===== config.mk =====
export PLATFORM = sky130hd
export DESIGN_NAME = ccd_frame_sender_flat
export DESIGN_NICKNAME = d
export VERILOG_FILES = /design/src/rtl/ccd_frame_sender_pkg.sv /design/src/rtl/ccd_frame_sender_if.sv /design/src/rtl/ccd_pkt_checksum.sv /design/src/rtl/ccd_frame_sender.sv /design/src/flat_wrapper.sv
export SDC_FILE = /design/constraint.sdc
export NUM_CORES = 1
export LEC_CHECK = 0
export ABC_AREA = 1
export CAP_MARGIN = 20
export CORE_AREA = 2 2 84 86
export CTS_CLUSTER_SIZE = 14
export DETAILED_ROUTE_END_ITERATION = 10
export DIE_AREA = 0 0 86 88
export GPL_ROUTABILITY_DRIVEN = 1
export PLACE_DENSITY = 0.81
export SYNTH_ARGS = -nofsm -noshare
export SYNTH_HDL_FRONTEND = slang
export SYNTH_SLANG_ARGS = --single-unit

===== constraint.sdc =====
create_clock -name clk -period 2.4 [get_ports clk]
set_clock_uncertainty 0.1 [all_clocks]
set_input_delay 0.24 -clock clk [delete_from_list [all_inputs] [get_ports clk]]
set_output_delay 0.24 -clock clk [all_outputs]
set_load 0.01 [all_outputs]

===== src/rtl/ccd_frame_sender_pkg.sv =====
// Shared types and constants for the CCD frame sender: FSM states, packet
// framing bytes and default sizing.
package ccd_frame_sender_pkg;

  typedef enum logic [3:0] {
    ST_IDLE,
    ST_HDR0,
    ST_HDR1,
    ST_SEQ,
    ST_LENH,
    ST_LENL,
    ST_RD,
    ST_RDW,
    ST_PIX,
    ST_CSUM,
    ST_TAIL
  } state_t;

  localparam logic [7:0] PKT_HDR0 = 8'hA5;
  localparam logic [7:0] PKT_HDR1 = 8'h5A;
  localparam logic [7:0] PKT_TAIL = 8'h0D;

  localparam int HDR_LEN     = 5;
  localparam int PIXELS_DEF  = 1024;
  localparam int TIMEOUT_DEF = 4096;

endpackage


===== src/rtl/ccd_frame_sender_if.sv =====
// Pixel FIFO read port plus UART byte stream, bundled as seen by the sender.
interface ccd_frame_sender_if;

  logic       rdreq;
  logic [7:0] q;
  logic       rdempty;
  logic [7:0] tx_data;
  logic       tx_valid;
  logic       tx_ready;

  modport master (
    output rdreq, tx_data, tx_valid,
    input  q, rdempty, tx_ready
  );

  modport slave (
    input  rdreq, tx_data, tx_valid,
    output q, rdempty, tx_ready
  );

endinterface


===== src/rtl/ccd_pkt_checksum.sv =====
// 8-bit wrap-around byte accumulator with synchronous clear and add enable.
module ccd_pkt_checksum (
  input  logic       clk,
  input  logic       rst,
  input  logic       clear,
  input  logic       add_en,
  input  logic [7:0] din,
  output logic [7:0] sum
);

  always_ff @(posedge clk) begin
    if (rst || clear) begin
      sum <= 8'h00;
    end else if (add_en) begin
      sum <= sum + din;
    end
  end

endmodule


===== src/rtl/ccd_frame_sender.sv =====
// Drains one frame from the pixel FIFO per serialsend_flag rising edge and
// streams it to the UART as HDR0 HDR1 SEQ LENH LENL pixels CSUM TAIL.
module ccd_frame_sender
  import ccd_frame_sender_pkg::*;
#(
  parameter int         PIXELS  = PIXELS_DEF,
  parameter logic [7:0] HDR0    = PKT_HDR0,
  parameter logic [7:0] HDR1    = PKT_HDR1,
  parameter logic [7:0] TAIL    = PKT_TAIL,
  parameter int         TIMEOUT = TIMEOUT_DEF
) (
  input  logic                clk,
  input  logic                rst,
  input  logic                serialsend_flag,
  ccd_frame_sender_if.master  bus,
  output logic                busy,
  output logic                err_underrun,
  output logic [7:0]          frame_seq
);

  localparam int              EW         = $clog2(TIMEOUT + 1);
  localparam logic [15:0]     LEN        = 16'(PIXELS);
  localparam logic [11:0]     LAST_PIX   = 12'(PIXELS - 1);
  localparam logic [EW-1:0]   EMPTY_LAST = EW'(TIMEOUT - 1);

  state_t          state;
  logic            flag_d;
  logic            pad;
  logic [11:0]     pix_cnt;
  logic [EW-1:0]   empty_cnt;
  logic [7:0]      csum;
  logic            xfer;
  logic            start_edge;
  logic            csum_clear;
  logic            csum_add;

  assign xfer       = bus.tx_valid && bus.tx_ready;
  assign start_edge = serialsend_flag && !flag_d;
  assign csum_clear = (state == ST_IDLE) && start_edge;
  assign csum_add   = xfer && (state inside {ST_SEQ, ST_LENH, ST_LENL, ST_PIX});

  // Read request is issued in the RD cycle itself so q is valid during RDW;
  // gating on rdempty keeps the FIFO from ever being read while empty.
  assign bus.rdreq = (state == ST_RD) && !bus.rdempty;

  ccd_pkt_checksum u_csum (
    .clk    (clk),
    .rst    (rst),
    .clear  (csum_clear),
    .add_en (csum_add),
    .din    (bus.tx_data),
    .sum    (csum)
  );

  always_ff @(posedge clk) begin
    if (rst) begin
      state        <= ST_IDLE;
      flag_d       <= 1'b0;
      busy         <= 1'b0;
      bus.tx_valid <= 1'b0;
      bus.tx_data  <= 8'h00;
      err_underrun <= 1'b0;
      frame_seq    <= 8'h00;
      pad          <= 1'b0;
      pix_cnt      <= 12'd0;
      empty_cnt    <= '0;
    end else begin
      flag_d       <= serialsend_flag;
      err_underrun <= 1'b0;
      case (state)
        ST_IDLE: if (start_edge) begin
          state        <= ST_HDR0;
          busy         <= 1'b1;
          bus.tx_data  <= HDR0;
          bus.tx_valid <= 1'b1;
        end
        ST_HDR0: if (xfer) begin
          state       <= ST_HDR1;
          bus.tx_data <= HDR1;
        end
        ST_HDR1: if (xfer) begin
          state       <= ST_SEQ;
          bus.tx_data <= frame_seq;
        end
        ST_SEQ: if (xfer) begin
          state       <= ST_LENH;
          bus.tx_data <= LEN[15:8];
        end
        ST_LENH: if (xfer) begin
          state       <= ST_LENL;
          bus.tx_data <= LEN[7:0];
        end
        ST_LENL: if (xfer) begin
          state        <= ST_RD;
          bus.tx_valid <= 1'b0;
        end
        // Starvation counter only advances while waiting here; hitting the
        // limit switches the rest of the frame to zero padding.
        ST_RD: begin
          if (!bus.rdempty) begin
            empty_cnt <= '0;
            state     <= ST_RDW;
          end else if (empty_cnt == EMPTY_LAST) begin
            pad          <= 1'b1;
            err_underrun <= 1'b1;
            bus.tx_data  <= 8'h00;
            bus.tx_valid <= 1'b1;
            state        <= ST_PIX;
          end else begin
            empty_cnt <= empty_cnt + 1'b1;
          end
        end
        ST_RDW: begin
          bus.tx_data  <= bus.q;
          bus.tx_valid <= 1'b1;
          state        <= ST_PIX;
        end
        ST_PIX: if (xfer) begin
          pix_cnt <= pix_cnt + 12'd1;
          if (pix_cnt == LAST_PIX) begin
            state       <= ST_CSUM;
            bus.tx_data <= csum + bus.tx_data;
          end else if (pad) begin
            bus.tx_data <= 8'h00;
          end else begin
            state        <= ST_RD;
            bus.tx_valid <= 1'b0;
          end
        end
        ST_CSUM: if (xfer) begin
          state       <= ST_TAIL;
          bus.tx_data <= TAIL;
        end
        ST_TAIL: if (xfer) begin
          state        <= ST_IDLE;
          bus.tx_valid <= 1'b0;
          busy         <= 1'b0;
          frame_seq    <= frame_seq + 8'd1;
          pad          <= 1'b0;
          pix_cnt      <= 12'd0;
          empty_cnt    <= '0;
        end
        default: state <= ST_IDLE;
      endcase
    end
  end

endmodule


===== src/flat_wrapper.sv =====
// flat-port wrapper written by rule: the top's interface ports become plain ports
module ccd_frame_sender_flat import ccd_frame_sender_pkg::*;
#(
  parameter int         PIXELS  = PIXELS_DEF,
  parameter logic [7:0] HDR0    = PKT_HDR0,
  parameter logic [7:0] HDR1    = PKT_HDR1,
  parameter logic [7:0] TAIL    = PKT_TAIL,
  parameter int         TIMEOUT = TIMEOUT_DEF
)
  (clk, rst, serialsend_flag, busy, err_underrun, frame_seq, bus_rdreq, bus_tx_data, bus_tx_valid, bus_q, bus_rdempty, bus_tx_ready);
  ccd_frame_sender_if bus_i ();
  input  logic clk;
  input  logic rst;
  input  logic serialsend_flag;
  output logic busy;
  output logic err_underrun;
  output logic [7:0] frame_seq;
  output wire logic [$bits(bus_i.rdreq)-1:0] bus_rdreq;
  output wire logic [$bits(bus_i.tx_data)-1:0] bus_tx_data;
  output wire logic [$bits(bus_i.tx_valid)-1:0] bus_tx_valid;
  input wire logic [$bits(bus_i.q)-1:0] bus_q;
  input wire logic [$bits(bus_i.rdempty)-1:0] bus_rdempty;
  input wire logic [$bits(bus_i.tx_ready)-1:0] bus_tx_ready;
  assign bus_rdreq = bus_i.rdreq;
  assign bus_tx_data = bus_i.tx_data;
  assign bus_tx_valid = bus_i.tx_valid;
  assign bus_i.q = bus_q;
  assign bus_i.rdempty = bus_rdempty;
  assign bus_i.tx_ready = bus_tx_ready;
  ccd_frame_sender #(.PIXELS(PIXELS), .HDR0(HDR0), .HDR1(HDR1), .TAIL(TAIL), .TIMEOUT(TIMEOUT)) u_core (.clk(clk), .rst(rst), .serialsend_flag(serialsend_flag), .bus(bus_i), .busy(busy), .err_underrun(err_underrun), .frame_seq(frame_seq));
endmodule

# After elaboration in Yosys (flattened, before gate mapping)
# Index checks and enable logic that the tools add are counted.
# word_totals
word_cells,116
output_inout_bits,20
regBits,58
input_bits,13
# classes
n_mux,44
reduce_logical,25
addsub,4
n_bitwise,2
eq_ne,30
# ops
operator,n
$mux 8,11
$pmux 8 s9,1
$mux 4,13
$pmux 4 s11,1
$mux 13,3
$pmux 13 s2,1
$mux 12,2
$pmux 12 s2,1
$reduce_and 11->1,2
$ne 2x1->1 const B,10
$eq 4x3->1 const B,4
$add 13x1->13 const B,1
$eq 13x12->1 const B,1
$add 12x1->12 const B,1
$eq 12x10->1 const B,1
$eq 4x4->1 const B,3
$ne 3x3->1 const B,3
$reduce_and 3->1,3
$reduce_bool 9->1,1
$add 8x1->8 const B,1
$add 8x8->8,1
$eq 4x2->1 const B,2
$mux 1,8
$ne 2x2->1 const B,4
other kinds (17),26

# Logic depth before layout (Yosys ltp)
# depth
ltp_word,4
mapped_depth,12
mapped_depth_nobuf,12

# By module
# From an unflattened synthesis, not the netlist that was laid out.
# hier_totals
hier_cells,617
area_unflattened_um2,3942.5
# by_module_without_submodules
module,cells_each,seq_area_each_um2,n_inst,area_per_inst_um2
ccd_frame_sender,521,1001.0,1,3275.6
ccd_pkt_checksum,96,160.2,1,666.9

# Least setup slack after synthesis
# OpenSTA, ideal clock, no wires.
# synth_timing
path_type,flip-flop to flip-flop
from,register u_core.empty_cnt[0]
to,register u_core.empty_cnt[12]
path_slack_ns,0.587
n_path_buf,1
t_arrival_ns,1.596
path_stages_with_launch,12
t_required_ns,2.183
setup_time_ns,0.117
period_less_slack_ns,1.813
cell_sequence,dfxtp_1 > ha_1 > nand3_2 > inv_1 > nand2_1 > nor3_1 > nand2_2 > nand2_4 > inv_2 > buf_6 > o21ai_2 > nor2_1
# synth_via
elab_chain_cells,4
word_cells_on_any_way,7
classes_between,add/sub (1); eq/ne (2); mux (3); reduce/logical (1)
# synth_lines
item,line,source
"start, declared",ccd_frame_sender.sv:30,logic [EW-1:0] empty_cnt;
"start signal, assigned",ccd_frame_sender.sv:110,empty_cnt <= empty_cnt + 1'b1;
$add 13x1->13,ccd_frame_sender.sv:110,
$mux 13,ccd_frame_sender.sv:103,end else if (empty_cnt == EMPTY_LAST) begin
$mux 13,ccd_frame_sender.sv:100,if (!bus.rdempty) begin
$pmux 13 s2,ccd_frame_sender.sv:70,case (state)
# Several ways; a longest one is shown, not always the timed one. The select of a mux whose other input is x is not followed.
# A chain may end at the register's enable or synchronous reset.

# Worst setup path in the final report
# layout_timing
from,register u_core.state[0]
to,output bus_rdreq
# layout_via
elab_chain_cells,2
# layout_lines
item,line,source
"start, declared",ccd_frame_sender.sv:26,state_t state;
"start signal, assigned",ccd_frame_sender.sv:57,state <= ST_IDLE;
"start signal, assigned",ccd_frame_sender.sv:72,state <= ST_HDR0;
"start signal, assigned",ccd_frame_sender.sv:78,state <= ST_HDR1;
$eq 4x3->1,ccd_frame_sender.sv:44,assign bus.rdreq = (state == ST_RD) && !bus.rdempty;
$logic_and 1x1->1,ccd_frame_sender.sv:44,
"end, declared",flat_wrapper.sv:18,output wire logic [$bits(bus_i.rdreq)-1:0] bus_rdreq;
# Every way passes these cells.

==> impl_metrics.csv <==
group,metric,value,unit
clock_tree,clock_tree.buffer_depth,2,
yosys,yosys.area.top_type,"dfxtp_1",
yosys,synth_area,0.00372,mm^2
drt,vias_per_cell,5.49,
yosys,yosys-top-cells-area,"dfxtp_1, nand2_1, nor2_1",
drt,firstDrtPassIters,5,
yosys,synthArstFlopShare,0,%
die,die-width,86,um
die,die_area,0.00757,mm^2
yosys,synth_xor_area_share,1.88,%
yosys,synth_seq_cells,58,
critical_path,worst-r2r-setup-slack,300,ps
finish,antennaDiodeCount,0,
finish,final_nets,635,
status,status,"finished, final reports clean",
die,start_util,56.0,%
yosys,ys_seq_area_share,31.2,%
yosys,yosysWarnings,0,
yosys,synthAdderAreaFrac,3.90,%
drt,num_vias,3807,
die,die_y,88,um
yosys,synth_flop_cell,"dfxtp_1",
finish,area_growth_syn_to_layout,16.7,%
yosys,yosysMostFrequentCell,"nand2_1",
global_route,antenna_found_initial,0,
global_route,grt_usage,26.3,%
critical_path,crit_slowest_cell,"clkdlybuf4s50_1",
timing,max_freq,0.442,GHz
critical_path,path_class,"flip-flop to output port",
finish,n_fill_cell,600,
flow_run,cap_viol_max_count,0,
power_and_ir_drop,p_per_area,751,mW/mm^2
critical_path,path_max_fanout,6,
drt,drc_errors,0,
global_route,grt_max_degree,17,
timing,rsz0062_at_grt,"no",
drt,wl,9500,um
yosys,synth_mux_area_share,0,%
place,gp_congestion,0.905,
clock_tree,post_cts_resized,0,
timing,setup_violations,0,
die,ios,33,
clock_tree,cts.sinks,58,
yosys,syn-mean-instance-area,6.51,um^2
yosys,syn_nets,595,
critical_path,start_kind,"flip-flop",
timing,finalHoldViolations,0,
clock_tree,cts_tree,"done",
timing,fin_setup_tns,0,ps
hold_path,hold_path.class,"flip-flop to flip-flop",
critical_path,max_stage_delay,550,ps
clock_tree,cts.htree.levels,3,
finish,layout-drive-gt1-share,11.2,%
yosys,synth_common_cells,"nand2_1, nor2_1, inv_1",
timing,worstMarginPinSlew,482,ps
clock_tree,path_clk_slew,70,ps
yosys,synth-compound-area-share,12.9,%
yosys,synth_top_area_share,31.2,%
timing,relSlewSlack,67.8,%
yosys,synth_top_family_by_area,"simple AND/OR/NAND/NOR gates",
yosys,yosys.area_share.simple,40.8,%
timing,layout_min_cycle_time,2260,ps
global_route,grt_overflow,0,
global_route,grt_pass1_vias,3491,
place,dpl.hpwl,7030,um
yosys,yosys.cell_types.count,38,
timing,drv_slew,0,
die,core-area,0.00664,mm^2
drt,antenna_violating_nets_post_route,0,
critical_path,crit_path_end_kind,"output port",
clock_tree,cts_buffers,9,
drt,drt_iter0_drc,243,
drt,avgRoutedWirePerCell,13.7,um
critical_path,crit_required,2060,ps
power_and_ir_drop,p_leak,1.88,nW
clock_tree,worstSkewPairLatency,330,ps
place,io_buffers,32,
timing,holdWs,377,ps
critical_path,cp.arrival,1920,ps
timing,fin_crit_sh,94.2,%
critical_path,cp_cell_sequence,"inv_2 -> nand2_2 -> nor2_4 -> inv_4 -> nor2_4 -> clkdlybuf4s50_1",
clock_tree,cts-root-buf,"clkbuf_8",
yosys,synth_edf_count,0,
die,rows,30,
clock_tree,cts_hold_buffers,0,
global_route,grt_pass1_wl,15800,um
yosys,netlist_instances,571,
power_and_ir_drop,max-vdd-ir-drop,0.000385,V
critical_path,cp_common_cell,"nor2_4",
clock_tree,cts_setup_buffers,0,
cells in the final DEF (no fill, tap or decap), types with 2 or more instances in the layout:
cell | netlist | routed
o21ai_0 | 27 | 27
buf_4 | 0 | 5
inv_1 | 63 | 63
ha_1 | 10 | 10
dfxtp_1 | 58 | 58
bufinv_16 | 0 | 2
nor2_4 | 9 | 9
nor2_1 | 72 | 72
xor2_1 | 7 | 7
nand2_1 | 136 | 136
clkdlybuf4s50_1 | 0 | 32
nor3_1 | 17 | 17
o21a_1 | 3 | 3
o211ai_1 | 2 | 2
nand3_1 | 51 | 51
a211oi_1 | 4 | 4
nand2_2 | 9 | 9
o22ai_1 | 2 | 2
nand2_4 | 4 | 4
inv_2 | 9 | 9
inv_4 | 2 | 2
a21oi_1 | 46 | 46
clkbuf_8 | 0 | 12
nor2_2 | 9 | 9
nand4_1 | 8 | 8
nand3_4 | 2 | 2
sequential cells by signal (all words and copies together), names as in the netlist, 4 cells and up:
name / count
u_core.empty_cnt: 13
u_core.pix_cnt: 12
u_core.bus.tx_data: 8
u_core.frame_seq: 8
u_core.u_csum.sum: 8
u_core.state: 4
power by group:
part	total [mW]	switching (mW)	internal, mW
logic	1.07	0.673	0.401
clock network	1.05	0.388	0.659
registers	1.14	0.0952	1.04
logic make-up (layout without fill, tap and decap cells):
logic type | Yosys count | after routing
compound gates | 89 | 89
xor+xnor | 8 | 8
fa+ha+maj | 11 | 11
buf+inv | 82 | 125
flops | 58 | 58
simple gates | 323 | 323
stage by stage:
step           power [mW]  util, %  area, um^2  cells  setup slack, ps
6_report             3.26     65.3        4340    694              138
5_1_grt              3.45     65.3        4340    694             49.9
4_1_cts              3.25     65.3        4340    694              124
3_5_place_dp         2.20     61.9        4120    680              275
3_3_place_gp         2.19     61.9        4120    680              370
2_1_floorplan        1.87        -        3720    571              587
layer usage:
layer	part of all wire (%)	GRT usage, %
met4	1.7	9.52
met1	46	34.8
met5	0	0
met2	46	42.4
met3	5.4	5.56
worst paths after layout:
| kind | cells past startpoint | to | from |
|---|---|---|---|
| worst max-delay path | 6 | bus_rdreq | u_core.state[0] |
| worst min-delay path | 2 | u_core.u_csum.sum[3] | u_core.u_csum.sum[3] |
| worst max register to register | 11 | u_core.empty_cnt[12] | u_core.empty_cnt[1] |
| worst min register to register | 2 | u_core.u_csum.sum[3] | u_core.u_csum.sum[3] |
final cells by class:
class | count | area, um^2 | share of cell area [%]
multi-input combinational | 431 | 2210 | 51.0
inverter | 74 | 283 | 6.51
timing repair buffer | 37 | 358 | 8.24
clock inverter | 2 | 60.1 | 1.38
tap | 80 | 100 | 2.31
clock buffer | 12 | 165 | 3.81
sequential | 58 | 1160 | 26.8
worst max-delay path, delay by kind of cell, from the launching register on:
kind / cells / cell delay (ps)
DFF: 1 / 390
buffers and inverters: 3 / 780
and+or+nand+nor: 3 / 410
No activity file was read; power rests on OpenSTA's default activity.
